File: src/rtl/vga_timing_pkg.sv
// Shared 640x480@60 timing constants and coordinate/sync types.
// Used by the timing generator and by the renderer that consumes its outputs.
package vga_timing_pkg;

    localparam int H_VISIBLE = 640;
    localparam int H_FP      = 16;
    localparam int H_SYNC    = 96;
    localparam int H_BP      = 48;
    localparam int H_TOTAL   = H_VISIBLE + H_FP + H_SYNC + H_BP;

    localparam int V_VISIBLE = 480;
    localparam int V_FP      = 10;
    localparam int V_SYNC    = 2;
    localparam int V_BP      = 33;
    localparam int V_TOTAL   = V_VISIBLE + V_FP + V_SYNC + V_BP;

    typedef logic [9:0] coord_t;

    typedef struct packed {
        logic hsync;
        logic vsync;
        logic blank;
    } sync_t;

    // Both syncs are active-low, so the idle tuple is (1,1,0).
    localparam sync_t SYNC_IDLE = '{hsync: 1'b1, vsync: 1'b1, blank: 1'b0};

    function automatic logic in_window(coord_t v, coord_t lo, coord_t len);
        return (v >= lo) && ({1'b0, v} < ({1'b0, lo} + {1'b0, len}));
    endfunction

endpackage

File: src/rtl/vga_timing_gen_if.sv
// Timing bundle driven by vga_timing_gen (master) and read by the renderer (slave).
interface vga_timing_gen_if;
    import vga_timing_pkg::*;

    coord_t      DrawX;
    coord_t      DrawY;
    logic        blank;
    logic        blank_d;
    logic        hs;
    logic        vs;
    logic        frame_start;
    logic        vblank_start;
    logic [15:0] frame_count;

    modport master (
        output DrawX, DrawY, blank, blank_d, hs, vs,
               frame_start, vblank_start, frame_count
    );

    modport slave (
        input  DrawX, DrawY, blank, blank_d, hs, vs,
               frame_start, vblank_start, frame_count
    );

endinterface

File: src/rtl/vga_timing_gen_sync_delay.sv
// Parametric width/depth shift register with a synchronous reset value.
// DEPTH = 0 is a straight pass-through of an already-registered input.
module sync_delay #(
    parameter int               WIDTH   = 1,
    parameter int               DEPTH   = 1,
    parameter logic [WIDTH-1:0] RST_VAL = {WIDTH{1'b0}}
) (
    input  logic             i_clk,
    input  logic             i_reset,
    input  logic [WIDTH-1:0] i_d,
    output logic [WIDTH-1:0] o_q
);

    generate
        if (DEPTH == 0) begin : g_bypass
            logic w_unused;
            assign w_unused = i_clk ^ i_reset;
            assign o_q      = i_d;
        end else begin : g_shift
            logic [WIDTH-1:0] r_stage [DEPTH];

            // Advance one stage per clock; reset flushes every stage to the idle value.
            always_ff @(posedge i_clk) begin
                if (i_reset) begin
                    for (int i = 0; i < DEPTH; i++) begin
                        r_stage[i] <= RST_VAL;
                    end
                end else begin
                    r_stage[0] <= i_d;
                    for (int i = 1; i < DEPTH; i++) begin
                        r_stage[i] <= r_stage[i-1];
                    end
                end
            end

            assign o_q = r_stage[DEPTH-1];
        end
    endgenerate

endmodule

File: src/rtl/vga_timing_gen.sv
// VGA raster timing generator: pixel counters, sync/blank, frame strobes and frame counter.
// Strobes are decoded from next-state counters so they line up with DrawX/DrawY.
module vga_timing_gen
    import vga_timing_pkg::*;
#(
    parameter int PIPE_DELAY  = 2,
    parameter int P_H_VISIBLE = H_VISIBLE,
    parameter int P_H_FP      = H_FP,
    parameter int P_H_SYNC    = H_SYNC,
    parameter int P_H_BP      = H_BP,
    parameter int P_V_VISIBLE = V_VISIBLE,
    parameter int P_V_FP      = V_FP,
    parameter int P_V_SYNC    = V_SYNC,
    parameter int P_V_BP      = V_BP
) (
    input  logic             vga_clk,
    input  logic             reset,
    vga_timing_gen_if.master vga
);

    localparam int     HT         = P_H_VISIBLE + P_H_FP + P_H_SYNC + P_H_BP;
    localparam int     VT         = P_V_VISIBLE + P_V_FP + P_V_SYNC + P_V_BP;
    localparam coord_t H_LAST     = coord_t'(HT - 1);
    localparam coord_t V_LAST     = coord_t'(VT - 1);
    localparam coord_t H_VIS_C    = coord_t'(P_H_VISIBLE);
    localparam coord_t V_VIS_C    = coord_t'(P_V_VISIBLE);
    localparam coord_t H_SYNC_LO  = coord_t'(P_H_VISIBLE + P_H_FP);
    localparam coord_t H_SYNC_LEN = coord_t'(P_H_SYNC);
    localparam coord_t V_SYNC_LO  = coord_t'(P_V_VISIBLE + P_V_FP);
    localparam coord_t V_SYNC_LEN = coord_t'(P_V_SYNC);

    coord_t      r_x;
    coord_t      r_y;
    sync_t       r_sync;
    logic        r_frame_start;
    logic        r_vblank_start;
    logic [15:0] r_frame_count;

    coord_t      w_x_next;
    coord_t      w_y_next;
    logic        w_x_wrap;
    logic        w_y_wrap;
    sync_t       w_sync_next;
    sync_t       w_sync_delayed;

    assign w_x_wrap = (r_x == H_LAST);
    assign w_y_wrap = (r_y == V_LAST);
    assign w_x_next = w_x_wrap ? 10'd0 : r_x + 10'd1;
    assign w_y_next = !w_x_wrap ? r_y : (w_y_wrap ? 10'd0 : r_y + 10'd1);

    assign w_sync_next.hsync = !in_window(w_x_next, H_SYNC_LO, H_SYNC_LEN);
    assign w_sync_next.vsync = !in_window(w_y_next, V_SYNC_LO, V_SYNC_LEN);
    assign w_sync_next.blank = (w_x_next < H_VIS_C) && (w_y_next < V_VIS_C);

    // Counters, undelayed sync/blank and strobes; reset parks at the last pixel of a frame.
    always_ff @(posedge vga_clk) begin
        if (reset) begin
            r_x            <= H_LAST;
            r_y            <= V_LAST;
            r_sync         <= SYNC_IDLE;
            r_frame_start  <= 1'b0;
            r_vblank_start <= 1'b0;
            r_frame_count  <= 16'd0;
        end else begin
            r_x            <= w_x_next;
            r_y            <= w_y_next;
            r_sync         <= w_sync_next;
            r_frame_start  <= (w_x_next == 10'd0) && (w_y_next == 10'd0);
            r_vblank_start <= (w_x_next == 10'd0) && (w_y_next == V_VIS_C);
            if (w_x_wrap && w_y_wrap) begin
                r_frame_count <= r_frame_count + 16'd1;
            end else begin
                r_frame_count <= r_frame_count;
            end
        end
    end

    sync_delay #(
        .WIDTH   ($bits(sync_t)),
        .DEPTH   (PIPE_DELAY),
        .RST_VAL (SYNC_IDLE)
    ) u_sync_delay (
        .i_clk   (vga_clk),
        .i_reset (reset),
        .i_d     (r_sync),
        .o_q     (w_sync_delayed)
    );

    assign vga.DrawX        = r_x;
    assign vga.DrawY        = r_y;
    assign vga.blank        = r_sync.blank;
    assign vga.blank_d      = w_sync_delayed.blank;
    assign vga.hs           = w_sync_delayed.hsync;
    assign vga.vs           = w_sync_delayed.vsync;
    assign vga.frame_start  = r_frame_start;
    assign vga.vblank_start = r_vblank_start;
    assign vga.frame_count  = r_frame_count;

endmodule
File: src/flat_wrapper.sv
// flat-port wrapper written by rule: the top's interface ports become plain ports
module vga_timing_gen_flat import vga_timing_pkg::*;
#(
    parameter int PIPE_DELAY  = 2,
    parameter int P_H_VISIBLE = H_VISIBLE,
    parameter int P_H_FP      = H_FP,
    parameter int P_H_SYNC    = H_SYNC,
    parameter int P_H_BP      = H_BP,
    parameter int P_V_VISIBLE = V_VISIBLE,
    parameter int P_V_FP      = V_FP,
    parameter int P_V_SYNC    = V_SYNC,
    parameter int P_V_BP      = V_BP
)
  (vga_clk, reset, vga_DrawX, vga_DrawY, vga_blank, vga_blank_d, vga_hs, vga_vs, vga_frame_start, vga_vblank_start, vga_frame_count);
  vga_timing_gen_if vga_i ();
  input  logic vga_clk;
  input  logic reset;
  output wire logic [$bits(vga_i.DrawX)-1:0] vga_DrawX;
  output wire logic [$bits(vga_i.DrawY)-1:0] vga_DrawY;
  output wire logic [$bits(vga_i.blank)-1:0] vga_blank;
  output wire logic [$bits(vga_i.blank_d)-1:0] vga_blank_d;
  output wire logic [$bits(vga_i.hs)-1:0] vga_hs;
  output wire logic [$bits(vga_i.vs)-1:0] vga_vs;
  output wire logic [$bits(vga_i.frame_start)-1:0] vga_frame_start;
  output wire logic [$bits(vga_i.vblank_start)-1:0] vga_vblank_start;
  output wire logic [$bits(vga_i.frame_count)-1:0] vga_frame_count;
  assign vga_DrawX = vga_i.DrawX;
  assign vga_DrawY = vga_i.DrawY;
  assign vga_blank = vga_i.blank;
  assign vga_blank_d = vga_i.blank_d;
  assign vga_hs = vga_i.hs;
  assign vga_vs = vga_i.vs;
  assign vga_frame_start = vga_i.frame_start;
  assign vga_vblank_start = vga_i.vblank_start;
  assign vga_frame_count = vga_i.frame_count;
  vga_timing_gen #(.PIPE_DELAY(PIPE_DELAY), .P_H_VISIBLE(P_H_VISIBLE), .P_H_FP(P_H_FP), .P_H_SYNC(P_H_SYNC), .P_H_BP(P_H_BP), .P_V_VISIBLE(P_V_VISIBLE), .P_V_FP(P_V_FP), .P_V_SYNC(P_V_SYNC), .P_V_BP(P_V_BP)) u_core (.vga_clk(vga_clk), .reset(reset), .vga(vga_i));
endmodule
File: config.mk
export PLATFORM = sky130hd
export DESIGN_NAME = vga_timing_gen_flat
export DESIGN_NICKNAME = d
export VERILOG_FILES = /design/src/rtl/vga_timing_pkg.sv /design/src/rtl/vga_timing_gen_if.sv /design/src/rtl/vga_timing_gen_sync_delay.sv /design/src/rtl/vga_timing_gen.sv /design/src/flat_wrapper.sv
export SDC_FILE = /design/constraint.sdc
export NUM_CORES = 1
export LEC_CHECK = 0
export BUFFER_PORTS_ARGS = -buffer_cell sky130_fd_sc_hd__buf_2
export CORE_MARGIN = 2
export CORE_UTILIZATION = 40
export CTS_CLUSTER_DIAMETER = 120
export DETAILED_ROUTE_END_ITERATION = 8
export PLACE_DENSITY_LB_ADDON = 0.25
export SYNTH_ARGS = -nofsm -noshare
export SYNTH_HDL_FRONTEND = slang
export SYNTH_SLANG_ARGS = --single-unit
File: constraint.sdc
create_clock -name vga_clk -period 6.59 [get_ports vga_clk]
set_clock_uncertainty 0.15 [all_clocks]
set_input_delay 0.9885 -clock vga_clk [delete_from_list [all_inputs] [get_ports vga_clk]]
set_output_delay 0.9885 -clock vga_clk [all_outputs]
set_load 0.03 [all_outputs]
# Yosys cells after proc, flatten, opt, wreduce, memory -nomap -nowiden
# Memories as Yosys holds them, arrays and structs flattened.
# Cells that the tools add are included.
[op_classes] n_reduce_logical=10 magnitude_cmp=6 muxes=8 n_addsub=3 n_bitwise=2 n_eq_ne=3
[op_table] cell="10-bit 2-to-1 mux" count=3
[op_table] cell="10-bit by 1-bit adder with 10-bit output, second input constant" count=2
[op_table] cell="10-bit equality test, second input constant" count=2
[op_table] cell="10-bit zero test" count=2
[op_table] cell="10-bit less-than comparator, second input constant" count=2
[op_table] cell="10-bit by 9-bit less-than comparator with 1-bit output, second input constant" count=2
[op_table] cell="16-bit by 1-bit adder with 16-bit output, second input constant" count=1
[op_table] cell="10-bit by 9-bit equality test with 1-bit output, second input constant" count=1
[op_table] cell="10-bit greater-or-equal comparator, second input constant" count=1
[op_table] cell="10-bit by 9-bit greater-or-equal comparator with 1-bit output, second input constant" count=1
[op_table] cell="1-bit logical AND" count=6
[op_table] cell="3-bit 2-to-1 mux" count=2
[op_table] cell="1-bit 2-to-1 mux" count=3
[op_table] cell="1-bit zero test" count=2
[op_table] cell="1-bit bitwise OR" count=2
[totals] ramBits=6 elab_cells=41 memories=1 input_bits=2 reg_bits=41 output_inout_bits=42
[memory_table] memory="u_core.u_sync_delay.g_shift.r_stage" words=2 width=3 read_ports=2 rd_ports_with_merged_regs=0 wr=2 line="vga_timing_gen_sync_delay.sv:20" text="logic [WIDTH-1:0] r_stage [DEPTH];"

# Depth between registers and ports, before layout
[depth] word_depth=6 depth_mapped=9 ltp_nobuf=8

# Modules after synthesis
# Synthesis repeated with hierarchy kept, for this count alone.
[hier_totals] hier_cells=259 hier_area_um2=2202.1
[modules_own_cells] mod="vga_timing_gen" seq_area_each_um2=820.8 instances=1 cells_per_inst=244 area_each_um2=2021.9
[modules_own_cells] mod="sync_delay" seq_area_each_um2=120.1 instances=1 cells_per_inst=15 area_each_um2=180.2

# Worst setup path before layout
# Ideal clock, no wire load.
[synth_timing] path_kind="reg2reg" start="register u_core.r_y[0] (netlist: u_core.vga.DrawY[0])" end="register u_core.r_sync[1] (netlist name)" slack_ps=3587 arrival_ps=2719 synth_period_minus_slack_ps=3003 required_time_ps=6306 setup_time_ps=134 stages_incl_launch_ff=10 n_path_buf=1 path_cell_list="dfxtp_1 inv_1 ha_1 nor3b_1 and3b_1 clkbuf_1 nor2_2 a21boi_1 or4b_4 or4_1"
[synth_between] elab_chain_len=6 elab_cells_between_ends=8 cone_classes="add/sub (1); order compare (2); eq/ne (1); mux (2); reduce/logical (2)"
[synth_rtl] item="start: declaration" line="vga_timing_gen.sv:33" text="coord_t r_y;"
[synth_rtl] item="start signal: assignment" line="vga_timing_gen.sv:66" text="r_y <= w_y_next;"
[synth_rtl] item="10-bit by 1-bit adder with 10-bit output / 10-bit equality test (equally long branches)" line="vga_timing_gen.sv:49, vga_timing_gen.sv:47"
[synth_rtl] item="10-bit 2-to-1 mux" line="vga_timing_gen.sv:49" text="assign w_y_next = !w_x_wrap ? r_y : (w_y_wrap ? 10'd0 : r_y + 10'd1);"
[synth_rtl] item="10-bit 2-to-1 mux *" line="vga_timing_gen.sv:49"
[synth_rtl] item="10-bit by 9-bit greater-or-equal comparator with 1-bit output / 10-bit by 9-bit less-than comparator with 1-bit output (equally long branches)" line="vga_timing_pkg.sv:29" text="return (v >= lo) && ({1'b0, v} < ({1'b0, lo} + {1'b0, len}));"
[synth_rtl] item="1-bit logical AND *" line="vga_timing_pkg.sv:29"
[synth_rtl] item="1-bit zero test *" line="vga_timing_gen.sv:52" text="assign w_sync_next.vsync = !in_window(w_y_next, V_SYNC_LO, V_SYNC_LEN);"
[synth_rtl] item="end signal: assignment" line="vga_timing_gen.sv:67" text="r_sync <= w_sync_next;"
[synth_rtl] item="end: declaration" line="vga_timing_gen.sv:34" text="sync_t r_sync;"
# Mark *: on every way between the ends. The rest lies on a longest branch, timed or not.
# A chain may end at the register's enable or synchronous reset.

# Worst setup path after layout
[layout_timing] start="register u_core.r_x[0] (netlist: u_core.vga.DrawX[0])" end="register u_core.r_sync[1] (netlist name)"
[layout_between] elab_chain_len=5 elab_cells_between_ends=6 cone_classes="order compare (2); eq/ne (1); mux (1); reduce/logical (2)"
[layout_rtl] item="start: declaration" line="vga_timing_gen.sv:32" text="coord_t r_x;"
[layout_rtl] item="start signal: assignment" line="vga_timing_gen.sv:65" text="r_x <= w_x_next;"
[layout_rtl] item="10-bit equality test *" line="vga_timing_gen.sv:46" text="assign w_x_wrap = (r_x == H_LAST);"
[layout_rtl] item="10-bit 2-to-1 mux *" line="vga_timing_gen.sv:49"
[layout_rtl] item="10-bit by 9-bit greater-or-equal comparator with 1-bit output / 10-bit by 9-bit less-than comparator with 1-bit output (equally long branches)" line="vga_timing_pkg.sv:29"
[layout_rtl] item="1-bit logical AND *" line="vga_timing_pkg.sv:29"
[layout_rtl] item="1-bit zero test *" line="vga_timing_gen.sv:52"
# Marked as above.

==> impl_metrics.env <==
export IMPL_worst_ir_drop_vdd_mv=0.1606
export IMPL_met2_usage_pct=25.47
export IMPL_number_of_design_rule_violations_left_after_detail_routing=0
export IMPL_synth_nets=270
export IMPL_areal_power_density_over_the_cells_nw_per_um2=395.6
export IMPL_max_cap_viol_count=0
export IMPL_drt_antenna_violating_nets=0
export IMPL_ys_seq_elements=47
export IMPL_clk_pin_slew_worst_paths_ps=90
export IMPL_num_rows=27
export IMPL_flop_to_flop_setup_slack_ps=3490
export IMPL_post_cts_resize_count=0
export IMPL_n_antenna_cell=0
export IMPL_grt_busiest_layer="met2"
export IMPL_finalNetCount=306
export IMPL_required_ps=6630
export IMPL_grt_pass1_wl_mm=8.190
export IMPL_clock_insertion_delay_worst_skew_ps=300
export IMPL_die_x_um=78.95
export IMPL_period_share_pct=47.04
export IMPL_largest_net_degree_at_the_start_of_global_routing=36
export IMPL_setup_violations=0
export IMPL_achievable_frequency_mhz=322.6
export IMPL_drt_pass1_iter_count=5
export IMPL_cts_buffers=5
export IMPL_worst_setup_path_start_kind="register"
export IMPL_crit_fanout=15
export IMPL_timing_hold_ws_ps=263.4
export IMPL_avgRoutedWirePerCell_um=13.28
export IMPL_critical_setup_path_class="register to register"
export IMPL_synth_seq_area_share_pct=41.87
export IMPL_holdCritPathClass="register to register"
export IMPL_worst_path_max_delay_cell="sky130_fd_sc_hd__or4b_4"
export IMPL_iter_0_drt_violations=122
export IMPL_post_synth_most_frequent_cells="47 x sky130_fd_sc_hd__dfxtp_1, 27 x sky130_fd_sc_hd__nor2_1, 24 x sky130_fd_sc_hd__nand2_1"
export IMPL_synthesis_area_um2=2247
export IMPL_die_extent_in_y_um=78.95
export IMPL_fin_area_um2=2600
export IMPL_critPathCaptureType="register"
export IMPL_dr_total_vias=1996
export IMPL_vias_per_cell=5.351
export IMPL_power_total_uw=1029
export IMPL_total_leakage_power_uw=0.001025
export IMPL_syn_inst=264
export IMPL_yosys_warnings=0
export IMPL_ctsHtreeMaxLevel=2
export IMPL_post_synth_main_area_contributors="sky130_fd_sc_hd__dfxtp_1 42%, sky130_fd_sc_hd__xnor2_1 4.7%, sky130_fd_sc_hd__xor2_1 4.7%, sky130_fd_sc_hd__nor2_1 4.5%, sky130_fd_sc_hd__nand2_1 4.0%"
export IMPL_grt_ovfl_total=0
export IMPL_placeableCoreArea_um2=5473
export IMPL_post_dp_cell_area_um2=2484
export IMPL_synth_cell_type_count=45
export IMPL_maximum_clock_path_buffer_count=2
export IMPL_unrepaired_setup_endpoints_after_global_routing="no"
export IMPL_antenna_found_initial=0
export IMPL_sum_of_net_half_perimeters_after_detailed_placement_mm=3.508
export IMPL_finalHoldViolations=0
export IMPL_drt_wl_total_mm=4.953
export IMPL_syn_area_cell_um2=8.512
export IMPL_cts_root_cell="sky130_fd_sc_hd__clkbuf_8"
export IMPL_fp_dieArea_um2=6233
export IMPL_report_final_slew_viol_count=0
export IMPL_final_util_pct=47.51
export IMPL_start_util_pct=41.06
export IMPL_post_synth_top_area_fraction_pct=41.87
export IMPL_synthArstFlopShare_pct=0
export IMPL_status="complete, no violations"
export IMPL_clock_sinks=47
export IMPL_layout_area_overhead_vs_synth_pct=15.70
export IMPL_timing_setup_tns_ps=0
export IMPL_period_minus_slack_ps=3100
export IMPL_slew_headroom_pct=30.70
export IMPL_arrival_ps=3140
export IMPL_gr_usage_all_layers_pct=16.50
export IMPL_place_port_buffers=43
export IMPL_synth_edf_count=0
export IMPL_post_synth_top_area_cell="sky130_fd_sc_hd__dfxtp_1"
export IMPL_critical_path_cell_chain="ha_1 > and4_1 > nand3_4 > nor2_2 > a21boi_1 > or4b_4 > or4_1"
export IMPL_post_cts_setup_buffer_count=0
export IMPL_post_cts_hold_buffer_count=0
export IMPL_use_met1_pct=22.82
export IMPL_final_layout_size_suffix_gt1_share_pct=21.26
export IMPL_synth_main_ff_cell="sky130_fd_sc_hd__dfxtp_1"
export IMPL_io_pin_count=44
export IMPL_placer_congestion=0.8221
export IMPL_tritoncts="built"
export IMPL_cpPeakStageDelay_ps=570
export IMPL_yosysMostFrequentCell="sky130_fd_sc_hd__dfxtp_1"
export IMPL_worst_slew_pin_slew_ps=1025
export IMPL_via_count_of_the_first_global_routing_pass=1748
export IMPL_grt_use_met3_pct=4.659
report_power, final:
part	switching (µW)	total [µW]	leakage (µW)	internal, µW
combinational	270	418	0.000585	148
sequential	72.0	392	0.000381	320
clock	103	218	0.0000587	115
total	445	1030	0.00103	583
placed cells by master, fill, tap and decap left out, drive strengths merged, types with 3 or more instances in the layout:
cell	n
a21oi	12
a31oi	4
and3	9
and4	4
buf	43
clkbuf	5
dfxtp	47
ha	4
inv	7
nand2	24
nand3	11
nand4	10
nor2	29
nor3	14
nor4b	3
o21ai	14
or2	6
or3	3
xnor2	12
xor2	12
cell type report:
type,instances,area [µm²]
clock inverters,3,47.55
clock buffers,5,68.82
multi-input cells,197,1215
repair buffers,43,215.2
flip-flops and latches,47,940.9
fillers,567,2873
inverters,6,22.52
well taps,72,90.09
critical path: cells and delay by family (launching register included):
kind | cells | cell delay [ps]
flip-flops | 1 | 440
AO/OA/AOI/OAI | 1 | 140
adder cells (fa/ha/maj) | 1 | 280
AND/OR/NAND/NOR | 5 | 1970
worst paths after layout:
path,end,depth (start not counted),from
min reg2reg,u_core.u_sync_delay.g_shift.r_stage[0][5]$_SDFF_PP1_,1,u_core.u_sync_delay.g_shift.r_stage[0][2]$_SDFF_PP1_
min,u_core.u_sync_delay.g_shift.r_stage[0][5]$_SDFF_PP1_,1,u_core.u_sync_delay.g_shift.r_stage[0][2]$_SDFF_PP1_
max reg2reg,u_core.r_sync[1]$_SDFF_PP1_,7,u_core.vga.DrawX[0]$_SDFF_PP1_
max,u_core.r_sync[1]$_SDFF_PP1_,7,u_core.vga.DrawX[0]$_SDFF_PP1_
routing by layer:
layer,vias up,share of wire [%]
li1,1009,-
met1,922,49
met2,61,44
met3,4,5.6
met4,0,1.1
met5,-,0
metrics by stage:
stage,setup WS (ps),std cells
3_3_place_gp,3637,365
4_1_cts,3493,373
2_1_floorplan,3587,264
6_report,3490,373
3_5_place_dp,3522,365
5_1_grt,3274,373
cells by family (layout without fill, tap and decap cells):
kind of cell               Yosys count  in the layout  share of synthesized area [%]
xor gates and xnor gates            24             24                          9.354
DFF                                 47             47                          41.87
adders and majority gates            4              4                          2.227
buffers and inverters               20             57                          4.064
AOI/OAI and AO/OA                   45             45                          12.19
and+or+nand+nor                    124            124                          30.29
sequential cells by signal, summed over array words and instances, names as in the netlist:
| signal | flops |
|---|---|
| u_core.vga.frame_count | 16 |
| u_core.vga.DrawX | 10 |
| u_core.r_sync | 2 |
| u_core.u_sync_delay.g_shift.r_stage | 6 |
| u_core.vga.DrawY | 10 |
| u_core.vga.frame_start | 1 |
| u_core.vga.vblank_start | 1 |
| u_core.vga.blank | 1 |
No activity file was read; power rests on OpenSTA's default activity.
